### src/rtl/cv32e40s_lfsr.sv
// cv32e40s_lfsr
// Pseudo-random source for the dummy-instruction generator. It holds a single
// 32-bit Galois LFSR. Software can reseed it through a CSR write port. It
// advances once per issued or dummy instruction while rnddummy is enabled.
//
// Ports:
//   clk           core clock
//   rst           synchronous, active-high reset
//   enable_i      cpuctrl.rnddummy; gates shifting only
//   shift_i       advance request (instruction issued or dummy inserted)
//   seed_we_i     CSR write strobe to the seed register
//   seed_wdata_i  seed write data
//   cpuctrl_we_i  CSR write strobe to cpuctrl
//   lfsr_o        current LFSR state (xsecure_ctrl.lfsr0)
//   lockup_o      one-cycle pulse: all-zero state was replaced by the default seed
//   cntrst_o      one-cycle pulse: dummy counter must reset (xsecure_ctrl.cntrst)
module cv32e40s_lfsr #(
  parameter logic [31:0] LFSR_CFG_COEFFS   = 32'h8000_0057,
  parameter logic [31:0] LFSR_DEFAULT_SEED = 32'h0000_0001
) (
  input  logic        clk,
  input  logic        rst,
  input  logic        enable_i,
  input  logic        shift_i,
  input  logic        seed_we_i,
  input  logic [31:0] seed_wdata_i,
  input  logic        cpuctrl_we_i,
  output logic [31:0] lfsr_o,
  output logic        lockup_o,
  output logic        cntrst_o
);

  // An all-zero default seed would make lockup recovery reload the lockup state.
  if (LFSR_DEFAULT_SEED == 32'h0) begin : g_bad_seed
    $error("cv32e40s_lfsr: LFSR_DEFAULT_SEED must be nonzero");
  end

  logic [31:0] r_lfsr;
  logic        r_lockup;
  logic        r_cntrst;

  logic [31:0] w_shifted;
  logic [31:0] w_candidate;
  logic [31:0] w_lfsr_next;
  logic        w_lockup;

  always_comb begin
    w_shifted   = {1'b0, r_lfsr[31:1]} ^ (r_lfsr[0] ? LFSR_CFG_COEFFS : '0);
    w_candidate = r_lfsr;
    if (seed_we_i) begin
      w_candidate = seed_wdata_i;
    end else if (enable_i && shift_i) begin
      w_candidate = w_shifted;
    end
    // The lockup check looks at the candidate and not at the current state.
    // This way a zero seed write and a zero state that is only being held
    // are both recovered in the same cycle.
    w_lockup    = (w_candidate == '0);
    w_lfsr_next = w_lockup ? LFSR_DEFAULT_SEED : w_candidate;
  end

  always_ff @(posedge clk) begin
    if (rst) begin
      r_lfsr   <= LFSR_DEFAULT_SEED;
      r_lockup <= 1'b0;
      r_cntrst <= 1'b0;
    end else begin
      r_lfsr   <= w_lfsr_next;
      r_lockup <= w_lockup;
      r_cntrst <= seed_we_i | cpuctrl_we_i;
    end
  end

  assign lfsr_o   = r_lfsr;
  assign lockup_o = r_lockup;
  assign cntrst_o = r_cntrst;

endmodule

### config.mk
export PLATFORM = sky130hd
export DESIGN_NAME = cv32e40s_lfsr
export DESIGN_NICKNAME = d
export VERILOG_FILES = /design/src/rtl/cv32e40s_lfsr.sv
export SDC_FILE = /design/constraint.sdc
export NUM_CORES = 1
export LEC_CHECK = 0
export BUFFER_PORTS_ARGS = -buffer_cell sky130_fd_sc_hd__buf_2
export CORE_AREA = 5 5 75 77
export DETAILED_ROUTE_END_ITERATION = 6
export DIE_AREA = 0 0 80 82
export PLACE_DENSITY_LB_ADDON = 0.12
export SETUP_SLACK_MARGIN = 0.02
export SLEW_MARGIN = 25
export SYNTH_ARGS = -nofsm -noshare
export SYNTH_HDL_FRONTEND = slang
export SYNTH_SLANG_ARGS = --single-unit
### constraint.sdc
create_clock -name clk -period 2.7 [get_ports clk]
set_clock_uncertainty 0.15 [all_clocks]
set_input_delay 0.405 -clock clk [delete_from_list [all_inputs] [get_ports clk]]
set_output_delay 0.405 -clock clk [all_outputs]
set_load 0.05 [all_outputs]
# After elaboration in Yosys (flattened, before gate mapping)
# Cells that the tools add are included.
[totals]
register_bits = 34
inputBits = 38
[op_classes]
mux = 3
n_bitwise = 2
reduce_logical = 3
[ops]
columns = ["op", "count"]
rows = [
  ["32-bit two-way mux", 3],
  ["32-bit logical NOT", 1],
  ["31-bit by 32-bit XOR with 32-bit output", 1],
  ["2-bit OR reduction", 1],
  ["1-bit logical AND", 1],
  ["1-bit OR", 1],
]

# Longest topological paths before layout
# Gate-level depths: netlist of run 1.
[depth]
ltp_word = 6
ltp_mapped = 6
mapped_depth_nobuf = 5

# Worst setup path before layout of run 1
# No wires, ideal clock.
[synth_path]
path_type = "register -> register"
from = "register r_lfsr[0], in the netlist lfsr_o[0]"
to = "register r_lfsr[0], in the netlist lfsr_o[0]"
t_arrival_ps = 2016
t_required_ps = 2463
slack_ps = 447
path_stages_with_launch = 7
path_buffers = 1
period_less_slack_ps = 2253
path_cell_list = "dfxtp_1 > clkbuf_1 > and3_1 > o31ai_1 > nand4_1 > or4_1 > o31ai_1"
[synth_via]
elab_chain_cells = 6
[synth_lines]
columns = ["element", "line", "text"]
rows = [
  ["start, declared", "38", "logic [31:0] r_lfsr;"],
  ["start signal, assigned", "68", "r_lfsr <= w_lfsr_next;"],
  ["32-bit two-way mux", "48", "w_shifted = {1'b0, r_lfsr[31:1]} ^ (r_lfsr[0] ? LFSR_CFG_COEFFS : '0);"],
  ["31-bit by 32-bit XOR with 32-bit output", "48", ""],
  ["32-bit two-way mux *", "52", "end else if (enable_i && shift_i) begin"],
  ["32-bit two-way mux *", "50", "if (seed_we_i) begin"],
  ["32-bit logical NOT", "58", "w_lockup = (w_candidate == '0);"],
  ["2-bit OR reduction (no source line)", "--", ""],
]
# Every way passes the cells marked *; elsewhere a longest branch is shown, timed or not.
# A chain may end at the register's enable or synchronous reset.

# Worst setup path after layout of run 1
[layout_path]
from = "input port enable_i"
to = "register r_lfsr[0], in the netlist lfsr_o[0]"
[layout_via]
elab_chain_cells = 5
[layout_lines]
columns = ["element", "line", "text"]
rows = [
  ["start, declared", "23", "input logic enable_i,"],
  ["1-bit logical AND *", "52", ""],
  ["32-bit two-way mux *", "52", ""],
  ["32-bit two-way mux *", "50", ""],
  ["32-bit logical NOT", "58", ""],
  ["2-bit OR reduction (no source line)", "--", ""],
]
# Marked as above.

==> impl_metrics.yaml, run 1 <==
run_status:
  status: "completed"
finish:
  fin_area_sq_um: 2420
  stdcell_count: 372
  drive_above_1_share_pct: 30.1
  fillers: 550
  final_common_cell: "buf_2"
  multi_input_area_sq_um: 1110
  nets: 339
  syn2layout_area_growth_pct: 27.3
  layout_common_cells: "buf_2, nor2_1, dfxtp_1"
  seq_area_sq_um: 681
  n_antenna_cell: 0
setup_path:
  critPathMaxStageDelay_ns: 0.51
  cp.required_ns: 2.76
  start_kind: "input pin"
  critPathLaunch: "enable_i"
  r2r-start: "lfsr_o[0]$_SDFF_PP1_"
  crit_path_max_fanout: 39
  reg2reg_depth: 5
  slowest_stage: "or4_4"
  path_cells: "buf_2 -> nand2_4 -> a311oi_1 -> nand4_1 -> or4_4 -> o31ai_1"
  critPathKind: "in2reg"
  setup.worst_path.end_class: "register"
  cp.arrival_ns: 2.37
power:
  finalPower_mw: 1.32
  p_leak_nw: 1.15
  powerDensity_nw_per_um2: 547
  vdd_drop_max_uv: 216
timing:
  hold_ws_ns: 0.170
  min_period_ns: 2.31
  rsz0062_at_grt: "no"
  max_freq_mhz: 432
  hold_violations: 0
  setup_viol: 0
  fin_tns_setup_ns: 0
  tightest_slew_ns: 0.645
  slew_headroom_pct: 57.0
  slew_viol_final: 0
  finalCritPeriodShare_pct: 85.7
placement:
  place.gp.congestion: 0.804
  post-place-cells: 364
  dp_hpwl_mm: 4.25
  dpl_cell_area_sq_um: 2330
  portBuffers: 71
die:
  dieArea_sq_um: 6560
  fp.dieW_microns: 80
  fp-row-count: 26
  die_y_microns: 82
  io_pins: 72
  initial_core_util_pct: 38.4
  design.core.area_sq_um: 4940
yosys:
  synth_edf_count: 0
  ys_async_sr_fraction_pct: 0
  avgSynthCellArea_sq_um: 8.12
  synthCells: 234
  netlist_area_sq_um: 1900
  ys_types: 34
  yosys.area_share.simple_pct: 31.9
  synth_largest_area_cell: "dfxtp_1"
  synthFlopType: "dfxtp_1"
  synth_compound_area_share_pct: 21.8
  synth_xor_xnor_area_share_pct: 2.30
  seq_area_frac_synth_pct: 35.8
  synth_top_family_by_area: "simple AND/OR/NAND/NOR gates"
  syn_nets: 272
  synthMuxAreaShare_pct: 2.63
  synth_area_leaders: "dfxtp_1, o31ai_1, a21boi_0"
  ys_warn_count: 0
  synth_fa_ha_area_share_pct: 0
  ys_seq_elements: 34
  yosysTopAreaCellShare_pct: 35.8
clock_network:
  clock_latency_ns: 0.29
  cts.path.max_buffers: 2
  post_cts_buffers: 0
  cts.sinks: 34
  path_clk_slew_ns: 0.07
  numCtsBuffers: 5
  root_buffer: "clkbuf_8"
  cts-resized-gates: 0
  cts_tree: "done"
  cts-hold-fix-buffers: 0
  htreeDepth: 2
route:
  wl_mm: 5.72
  wl_per_cell_microns: 15.4
  viasPerCell: 5.17
  num_vias: 1924
  firstDrtPassIters: 4
  drc: 0
  drtAntennaViolNets: 0
  initialDrtViolationCount: 89
global_route:
  gr-total-overflow: 0
  grt_first_pass_wirelength_mm: 8.98
  grt_antenna_before_repair: 0
  track_usage_pct: 17.8
  grt_pass1_vias: 1785
  grt_max_degree: 40
flow_run:
  max-cap-violations: 0
min_path:
  min_path_type: "in2reg"
  worstHoldStart: "cpuctrl_we_i"
  hold_depth: 3
registers in the layout (all words and copies together), names as in the netlist:
signal,flops
lockup_o,1
cntrst_o,1
lfsr_o,32
metal layers:
metal / vias up / share of wire, % / track usage [%]
met5: - / 0 / 0
met4: 0 / 1.1 / 4.56
met3: 8 / 6.7 / 4.93
met2: 64 / 44 / 28.0
met1: 878 / 48 / 24.0
li1: 974 / - / -
final cells by class:
cell class	instances	area share, %
Multi-Input combinational cell	178	46.0
Sequential cell	34	28.1
Timing Repair Buffer	81	18.3
Tap cell	70	3.62
Clock buffer	7	3.57
Clock inverter	1	0.207
Inverter	1	0.155
worst max-delay path: cells and delay by family:
family / cells / cell delay, ns
and+or+nand+nor: 3 / 0.85
AOI/OAI and AO/OA: 2 / 0.66
buffers and inverters: 1 / 0.45
where the power goes:
part / internal (mW) / switching, mW
clock: 0.206 / 0.188
combinational: 0.119 / 0.244
sequential: 0.536 / 0.0312
total: 0.861 / 0.463
per-stage QoR:
step	utilization, %	setup WS [ns]
finish	48.9	0.387
CTS	48.9	0.393
detailed placement	47.1	0.0903
global route	48.9	0.180
global placement	47.1	0.0969
floorplan	-	0.447
Yosys cell counts (all sizes together), types with 2 or more instances:
library cell,count
mux2i,5
o21ai,5
nor2,35
and4b,4
or4,2
nand4,5
dfxtp,34
a21oi,8
nand2,10
and3,19
clkbuf,7
and2,3
nand2b,17
a31oi,2
or4b,2
a211oi,2
buf,14
a221oi,2
o31ai,19
a311oi,2
nor2b,5
nor3,4
a21boi,18
xor2,4
path summary, 6_finish.rpt:
check        slack (ns)                    end
max                0.39   lfsr_o[0]$_SDFF_PP1_
min                0.17    cntrst_o$_SDFF_PP0_
max reg2reg        0.49   lfsr_o[0]$_SDFF_PP1_
min reg2reg        0.44  lfsr_o[24]$_SDFF_PP0_
cells by family (layout without fill, tap and decap cells):
kind of cell,Yosys count,count (layout)
AND/OR/NAND/NOR,109,109
AO/OA/AOI/OAI,59,59
multiplexers,5,5
XOR/XNOR,5,5
flip-flops,34,34
buffers and inverters,22,90
No activity file was read; power rests on OpenSTA's default activity.
==> run 2, diff against run 1 <==
--- a/config.mk
+++ b/config.mk
@@ -10,6 +10,7 @@
 export DETAILED_ROUTE_END_ITERATION = 6
 export DIE_AREA = 0 0 80 82
 export PLACE_DENSITY_LB_ADDON = 0.12
+export REMOVE_ABC_BUFFERS = 1
 export SETUP_SLACK_MARGIN = 0.02
 export SLEW_MARGIN = 25
 export SYNTH_ARGS = -nofsm -noshare
==> run 2 against run 1 <==
Total power shrank 0.50%. Critical path depth is the same. Global-route usage shrank 0.60 points. Register-to-register slack gained 0.06 ns. Die area is the same. Non-clock buffer count shrank 2. Design area shrank 0.47%. Sequential power is essentially flat. Combinational power shrank 2%.
==> impl_metrics.yaml, run 2 (same netlist as run 1, synthesis figures left out) <==
run_status:
  status: "completed"
power:
  powerDensity_nw_per_um2: 547
  p_clk_share_pct: 30.0
  p_int_mw: 0.856
  finalPower_mw: 1.32
  switching_share_pct: 35.0
  p_leak_nw: 1.14
  vdd_drop_max_uv: 286
  switching_power_mw: 0.461
  seqPwrFrac_pct: 42.9
  comb_power_share_pct: 27.1
finish:
  syn2layout_area_growth_pct: 26.7
  final_common_cell: "buf_2"
  layout_common_cells: "buf_2, nor2_1, dfxtp_1"
  n_antenna_cell: 0
  drive_above_1_share_pct: 30.0
  final_util_pct: 48.7
  largest_register_ffs: 32
  nets: 337
clock_network:
  cts.sinks: 34
  clock_latency_ns: 0.28
  numCtsBuffers: 5
  cts.path.max_buffers: 2
  root_buffer: "clkbuf_8"
  path_clk_slew_ns: 0.07
  post_cts_buffers: 0
  htreeDepth: 2
  cts_tree: "done"
  cts-hold-fix-buffers: 0
  cts-resized-gates: 0
global_route:
  track_usage_pct: 17.2
  grt_max_degree: 36
  grt_pass1_vias: 1948
  gr-total-overflow: 0
  grt_antenna_before_repair: 0
  grt_first_pass_wirelength_mm: 8.96
placement:
  place.gp.congestion: 0.842
  dp_hpwl_mm: 4.06
  portBuffers: 71
  place_ws_ns: 0.109
setup_path:
  reg2reg_slack_ns: 0.55
  crit_path_max_fanout: 35
  critPathKind: "in2reg"
  start_kind: "input pin"
  setup.worst_path.end_class: "register"
  cp.required_ns: 2.75
  cp.arrival_ns: 2.36
route:
  drtAntennaViolNets: 0
  drc: 0
  wl_mm: 5.55
  initialDrtViolationCount: 77
  viasPerCell: 5.26
  num_vias: 1948
  firstDrtPassIters: 4
  wl_per_cell_microns: 15.0
die:
  fp-row-count: 26
  fp.dieW_microns: 80
  io_pins: 72
  dieArea_sq_um: 6560
  initial_core_util_pct: 38.4
  die_y_microns: 82
  design.core.area_sq_um: 4940
timing:
  fin_tns_setup_ns: 0
  slew_headroom_pct: 56.7
  slew_viol_final: 0
  max_freq_mhz: 432
  setup_ws_ns: 0.384
  tightest_slew_ns: 0.649
  rsz0062_at_grt: "no"
  setup_viol: 0
  hold_violations: 0
  min_period_ns: 2.32
  finalCritPeriodShare_pct: 85.8
flow_run:
  max-cap-violations: 0
min_path:
  min_path_type: "in2reg"
==> run 2: changes by cell type in the layout (fill, tap and decap cells not counted) <==
cell / previous run / this run
buf_4: 9 / 7
clkbuf_1: 1 / 0
clkinvlp_4: 0 / 1
==> run 2: layer usage <==
metal  wire (microns)  vias to the layer above  global-route usage [%]  share of wire (%)
li1                 -                      970                       -                  -
met1             2550                      898                    22.1                 46
met2             2570                       76                    28.8                 46
met3              381                        4                    3.95                6.9
met4               42                        0                    4.90               0.76
met5                0                        -                       0                  0
==> run 2: worst paths after layout <==
kind | end | startpoint | cells past startpoint
hold / removal | cntrst_o$_SDFF_PP0_ | cpuctrl_we_i | 3
hold reg to reg | lfsr_o[27]$_SDFF_PP0_ | lfsr_o[27]$_SDFF_PP0_ | 2
setup reg to reg | lfsr_o[0]$_SDFF_PP1_ | lfsr_o[0]$_SDFF_PP1_ | 5
setup / recovery | lfsr_o[0]$_SDFF_PP1_ | enable_i | 6
==> run 2: layout make-up <==
cell class | count | area, sq um
inverter | 1 | 3.75
fill | 552 | 2540
clock inverter | 2 | 12.5
clock buffer | 6 | 82.6
sequential | 34 | 681
timing repair buffer | 79 | 428
multi-input combinational | 178 | 1110
tap | 70 | 87.6
==> run 2: power groups by stage <==
stage               clock network, mW  registers, mW  logic, mW
floorplan                           0          0.687      0.109
CTS                             0.405          0.565      0.359
global placement                    0          0.577      0.356
finish                          0.395          0.565      0.357
detailed placement                  0          0.576      0.359
global route                    0.426          0.570      0.388
==> run 2: critical path: stages <==
cell,delay [ns]
buf_2,0.43
a21boi_0,0.17
o31ai_1,0.37
nand4_1,0.18
or4_1,0.60
o31ai_1,0.22
==> run 2: stage by stage <==
stage	instance area, sq um	instances	hold slack [ns]
final	2410	370	0.186
after global placement	2310	362	0.433
after global routing	2410	370	0.212
after floorplan	1800	213	0.326
after CTS	2410	370	0.189
after detailed placement	2310	362	0.419
